<file path="config.mk">
export PLATFORM = sky130hd
export DESIGN_NAME = stream_demux_1xn
export DESIGN_NICKNAME = d
export VERILOG_FILES = /design/src/rtl/demux_pkg.sv /design/src/rtl/demux_slot_reg.sv /design/src/rtl/stream_demux_1xn.sv
export SDC_FILE = /design/constraint.sdc
export NUM_CORES = 1
export LEC_CHECK = 0
export ABC_CLOCK_PERIOD_IN_PS = 1330
export CAP_MARGIN = 20
export CORE_MARGIN = 2
export CORE_UTILIZATION = 30
export CTS_BUF_LIST = sky130_fd_sc_hd__clkbuf_8
export CTS_CLUSTER_SIZE = 24
export DETAILED_ROUTE_END_ITERATION = 10
export HOLD_SLACK_MARGIN = 0.05
export PLACE_DENSITY = 0.77
export SYNTH_ARGS = -nofsm -noshare
export SYNTH_HDL_FRONTEND = slang
export SYNTH_SLANG_ARGS = --single-unit
</file>
<file path="constraint.sdc">
create_clock -name clk -period 1.33 [get_ports clk]
set_clock_uncertainty 0.1 [all_clocks]
set_input_delay 0.3325 -clock clk [delete_from_list [all_inputs] [get_ports clk]]
set_output_delay 0.3325 -clock clk [all_outputs]
set_load 0.05 [all_outputs]
</file>
<file path="src/rtl/demux_pkg.sv">
// Shared constants and helpers for the 1-to-N stream demultiplexer.
package demux_pkg;

    localparam int DROP_CNT_W = 8;
    localparam logic [DROP_CNT_W-1:0] DROP_CNT_MAX = 8'd255;

    // Increment that sticks at the maximum instead of wrapping.
    function automatic logic [DROP_CNT_W-1:0] sat_inc(input logic [DROP_CNT_W-1:0] v);
        return (v == DROP_CNT_MAX) ? v : v + 1'b1;
    endfunction

endpackage

</file>
<file path="src/rtl/demux_slot_reg.sv">
// Single registered output slot: payload, destination select and a full flag.
// load has priority over clear so a same-cycle drain and refill leaves it full.
module demux_slot_reg #(
    parameter int DATA_W = 8,
    parameter int SEL_W  = 2
) (
    input  logic              clk,
    input  logic              rst_n,
    input  logic              load,
    input  logic              clear,
    input  logic [DATA_W-1:0] d_data,
    input  logic [SEL_W-1:0]  d_sel,
    output logic              full,
    output logic [DATA_W-1:0] q_data,
    output logic [SEL_W-1:0]  q_sel
);

    // Slot storage: reset empties and zeroes, load captures a word, clear empties.
    always_ff @(posedge clk) begin
        if (!rst_n) begin
            full   <= 1'b0;
            q_data <= '0;
            q_sel  <= '0;
        end else if (load) begin
            full   <= 1'b1;
            q_data <= d_data;
            q_sel  <= d_sel;
        end else if (clear) begin
            full   <= 1'b0;
        end
    end

endmodule

</file>
<file path="src/rtl/stream_demux_1xn.sv">
// 1-to-N stream demultiplexer with a single output slot.
// Words addressed to a non-existent channel are accepted and discarded,
// and counted in a saturating drop counter.
module stream_demux_1xn
    import demux_pkg::*;
#(
    parameter int DATA_W = 8,
    parameter int N_CH   = 4,
    parameter int SEL_W  = $clog2(N_CH)
) (
    input  logic                   clk,
    input  logic                   rst_n,
    input  logic                   in_valid,
    output logic                   in_ready,
    input  logic [DATA_W-1:0]      in_data,
    input  logic [SEL_W-1:0]       in_sel,
    output logic [N_CH-1:0]        out_valid,
    input  logic [N_CH-1:0]        out_ready,
    output logic [N_CH*DATA_W-1:0] out_data,
    output logic [DROP_CNT_W-1:0]  drop_cnt
);

    logic              slot_full;
    logic [DATA_W-1:0] slot_data;
    logic [SEL_W-1:0]  slot_sel;
    logic              stored_ready;
    logic              sel_in_range;
    logic              accept;
    logic              drain;
    logic              load;
    logic              clear;

    // Ready of the channel the held word is waiting on; other channels are ignored.
    always_comb begin
        stored_ready = 1'b0;
        for (int i = 0; i < N_CH; i++) begin
            if (slot_sel == SEL_W'(i)) stored_ready = out_ready[i];
        end
    end

    assign sel_in_range = ({1'b0, in_sel} < (SEL_W + 1)'(N_CH));
    assign in_ready     = rst_n & (~slot_full | stored_ready);
    assign accept       = in_valid & in_ready;
    assign drain        = rst_n & slot_full & stored_ready;
    assign load         = accept & sel_in_range;
    assign clear        = drain & ~load;

    demux_slot_reg #(
        .DATA_W (DATA_W),
        .SEL_W  (SEL_W)
    ) u_slot (
        .clk    (clk),
        .rst_n  (rst_n),
        .load   (load),
        .clear  (clear),
        .d_data (in_data),
        .d_sel  (in_sel),
        .full   (slot_full),
        .q_data (slot_data),
        .q_sel  (slot_sel)
    );

    // Decode the slot onto its channel; idle lanes are driven to zero.
    always_comb begin
        out_valid = '0;
        out_data  = '0;
        for (int i = 0; i < N_CH; i++) begin
            if (rst_n && slot_full && (slot_sel == SEL_W'(i))) begin
                out_valid[i]                  = 1'b1;
                out_data[i*DATA_W +: DATA_W] = slot_data;
            end
        end
    end

    // Count accepted words whose select names no channel.
    always_ff @(posedge clk) begin
        if (!rst_n) begin
            drop_cnt <= '0;
        end else if (accept && !sel_in_range) begin
            drop_cnt <= sat_inc(drop_cnt);
        end
    end

endmodule
</file>
==> results.rst <==
.. list-table::
   :header-rows: 1

   * - Metric
     - Value
   * - EDFF count, synth
     - 0
   * - Syn_area_per_cell
     - about 7.7 um^2
   * - Number of clock buffers inserted by TritonCTS
     - 3
   * - Horizontal die dimension
     - 55.2 um
   * - Largest net degree at the start of global routing
     - 20
   * - Fraction of final layout cells sized beyond drive strength 1
     - 0.615
   * - Signed area change from the synthesized netlist to the final layout
     - 161%
   * - Via count
     - 948
   * - Clk Latency, worst-skew pair
     - 240 ps
   * - Leading cell types by count after synthesis
     - and2_1 (33), nand2_1 (21), mux2i_1 (12), dfxtp_1 (11), buf_4 (8)
   * - Most frequent cell after synthesis
     - and2_1
   * - Path category of the worst min-delay check
     - flop to flop
   * - Worst Path Class, Setup
     - flop to output port
   * - Asr flop ratio synth
     - 0
   * - Max-Cap Viols
     - 0
   * - Antenna violations before repair
     - 0
   * - Post-route worst setup slack
     - -433 ps
   * - Finished Layout Cells
     - between 150 and 200
   * - Initial DRC count
     - 5
   * - Routed len/inst
     - 16.1 um
   * - Max-slew violation count
     - 0
   * - Aggregate global routing overflow
     - 0
   * - Result of the run
     - finished, violations left
   * - CTS tree
     - built
   * - Area of the multi-input gates
     - 742 um^2
   * - Final clock period utilization by the worst path
     - 1.33
   * - Cell chosen for the clock root
     - clkbuf_8
   * - Core area
     - 2480 um^2
   * - Worst setup EP type
     - output port
   * - Required time of the worst setup path
     - 900 ps
   * - Fraction of post-synthesis cell area in the top cell type by area
     - 0.280
   * - Seq. cell area
     - ~230 um^2
   * - Detail Placement HPWL
     - 2.23 mm
   * - Crit path arrival time
     - 1330 ps
   * - Placement-stage worst setup slack
     - -692 ps
   * - Die area
     - 3040 um^2
   * - Die span in y
     - roughly 55 um
   * - Detailed Routing Iterations Pass 1
     - 4
   * - # hold bufs at CTS
     - 0
   * - Post-route setup TNS
     - -16,740 ps
   * - Placed Instances
     - 190
   * - Power per cell area
     - 534 nW/um^2
   * - Biggest area contributors in the synthesized netlist
     - dfxtp_1 (28%), and2_1 (26%), mux2i_1 (15%)
   * - Dominant cell type by area after synthesis
     - dfxtp_1
   * - Buffer levels on the longest clock path
     - 2
   * - VDD IR-drop max
     - around 0.00068 V
   * - Count of unique library cells instantiated by Yosys
     - 14
   * - # nets final
     - between 150 and 200
   * - Via count of the first global-routing pass
     - 925
   * - Post-Syn Area
     - 786 um^2
   * - Min Clock Period, post-route
     - 1760 ps
   * - Violations in the final reports
     - negative setup slack
   * - Count of yosys warnings during synthesis
     - 0
   * - CP max FO
     - 4
   * - F_max
     - between 500 and 600 MHz
   * - Final hold violation count
     - 0
   * - Remaining design rule violation count
     - 0
   * - Placer's final routability congestion estimate
     - 0.757
   * - Final setup violation count
     - 47
   * - Synth Register Bits
     - 11
   * - Post-synthesis cell count
     - 102
   * - Initial core utilization
     - 0.317
   * - H-Tree Level Count
     - 1
   * - Type of element launching the critical path
     - flop
   * - Seq/Total Area, Yosys
     - 0.280
   * - GRT Util Overall
     - 0.231
   * - Post-DR vias/cell
     - ~4.8
   * - IO Pins
     - 62
   * - Clock net sink count
     - 11
   * - Antenna Nets Post-Route
     - 0
   * - Leakage power
     - 0.878 nW
   * - Fill cells
     - 137
   * - Commonest register cell after synthesis
     - dfxtp_1
   * - Rows
     - 18
   * - Post-CTS clock slew at the launch and capture registers of the worst setup and hold paths
     - around 50 ps
   * - Antenna Diode Count
     - 0
   * - Port buffer count
     - 53
   * - First-pass GRT wire length
     - between 4 and 5 mm
   * - Total routed wirelength
     - 3.21 mm
   * - RSZ-0062 raised after global routing
     - true
   * - Final standard cell utilization of the core
     - 0.828
==> routing by layer <==
metal,track usage,vias up,share of wire
met5,0,-,0
met4,0.130,0,0.024
met3,0.0457,7,0.10
met2,0.395,54,0.48
met1,0.268,442,0.40
li1,-,445,-
==> final cells by class <==
cell class | count | area share
Clock buffer | 3 | 0.0201
Clock inverter | 1 | 0.00183
Tap cell | 30 | 0.0183
Sequential cell | 11 | 0.113
Inverter | 2 | 0.00366
Multi-Input combinational cell | 89 | 0.362
Timing Repair Buffer | 63 | 0.481
==> stage by stage <==
step                      hold WS (ps)  area [um^2]  total power [W]
final                              411         2050          0.00110
after global routing               435         2050          0.00115
after CTS                          407         2040          0.00110
after detailed placement           381         1890         0.000727
after global placement             372         1890         0.000718
after floorplan                    358          965         0.000609
==> power breakdown <==
group / switching, W / internal [W]
combinational: 0.000204 / 0.000164
clock: 0.000128 / 0.000203
sequential: 0.0000429 / 0.000354
==> worst max-delay path, cell delays in order (launching register included) <==
cell	delay (ps)
dfxtp_4	380
nand2b_4	210
nor2_4	190
and2_4	180
buf_12	130
==> kinds of logic after synthesis <==
kind of cell	count (synthesis)	synth area share
AO/OA/AOI/OAI	3	0.0414
other	1	0.00477
AND/OR/NAND/NOR	62	0.411
buffers and inverters	13	0.110
multiplexers	12	0.153
flip-flops	11	0.280
==> cells in the final DEF, fill, tap and decap left out <==
cell type / netlist / routed
buf_12: 0 / 37
and2_4: 0 / 33
nand2_1: 21 / 19
clkdlybuf4s50_1: 0 / 11
mux2i_1: 12 / 10
nor2_4: 0 / 8
conb_1: 1 / 8
dfxtp_1: 11 / 8
buf_4: 8 / 6
dlygate4sd2_1: 0 / 4
buf_6: 1 / 4
inv_1: 2 / 3
clkbuf_8: 0 / 3
dfxtp_4: 0 / 3
nand2_4: 0 / 2
nand2b_4: 0 / 2
mux2i_4: 0 / 2
a221oi_2: 1 / 2
nor2b_1: 1 / 1
a221oi_4: 0 / 1
nor2_1: 5 / 1
clkdlybuf4s15_2: 0 / 1
==> flip-flops by register name (all words and copies together), names as in the netlist <==
| name | cells |
|---|---|
| u_slot.full | 1 |
| u_slot.q_data | 8 |
| u_slot.q_sel | 2 |
==> path summary, 6_finish.rpt <==
check	from	end	slack (ps)	cells past startpoint
worst min-delay path	u_slot.q_sel[1]$_SDFFE_PN0P_	u_slot.q_sel[1]$_SDFFE_PN0P_	410	2
worst max-delay path	u_slot.q_sel[0]$_SDFFE_PN0P_	out_data[23]	-430	4
worst max register to register	u_slot.q_sel[0]$_SDFFE_PN0P_	u_slot.q_data[4]$_SDFFE_PN0P_	-280	5
worst min register to register	u_slot.q_sel[1]$_SDFFE_PN0P_	u_slot.q_sel[1]$_SDFFE_PN0P_	410	2
==> timing repair <==
action                     in CTS  in global routing
buffers inserted                1                  0
gates resized for setup        25                  2
pin swaps                       9                  3
gates cloned                    4                  0
setup endpoints to repair      47                 48
No activity file was read; power rests on OpenSTA's default activity.
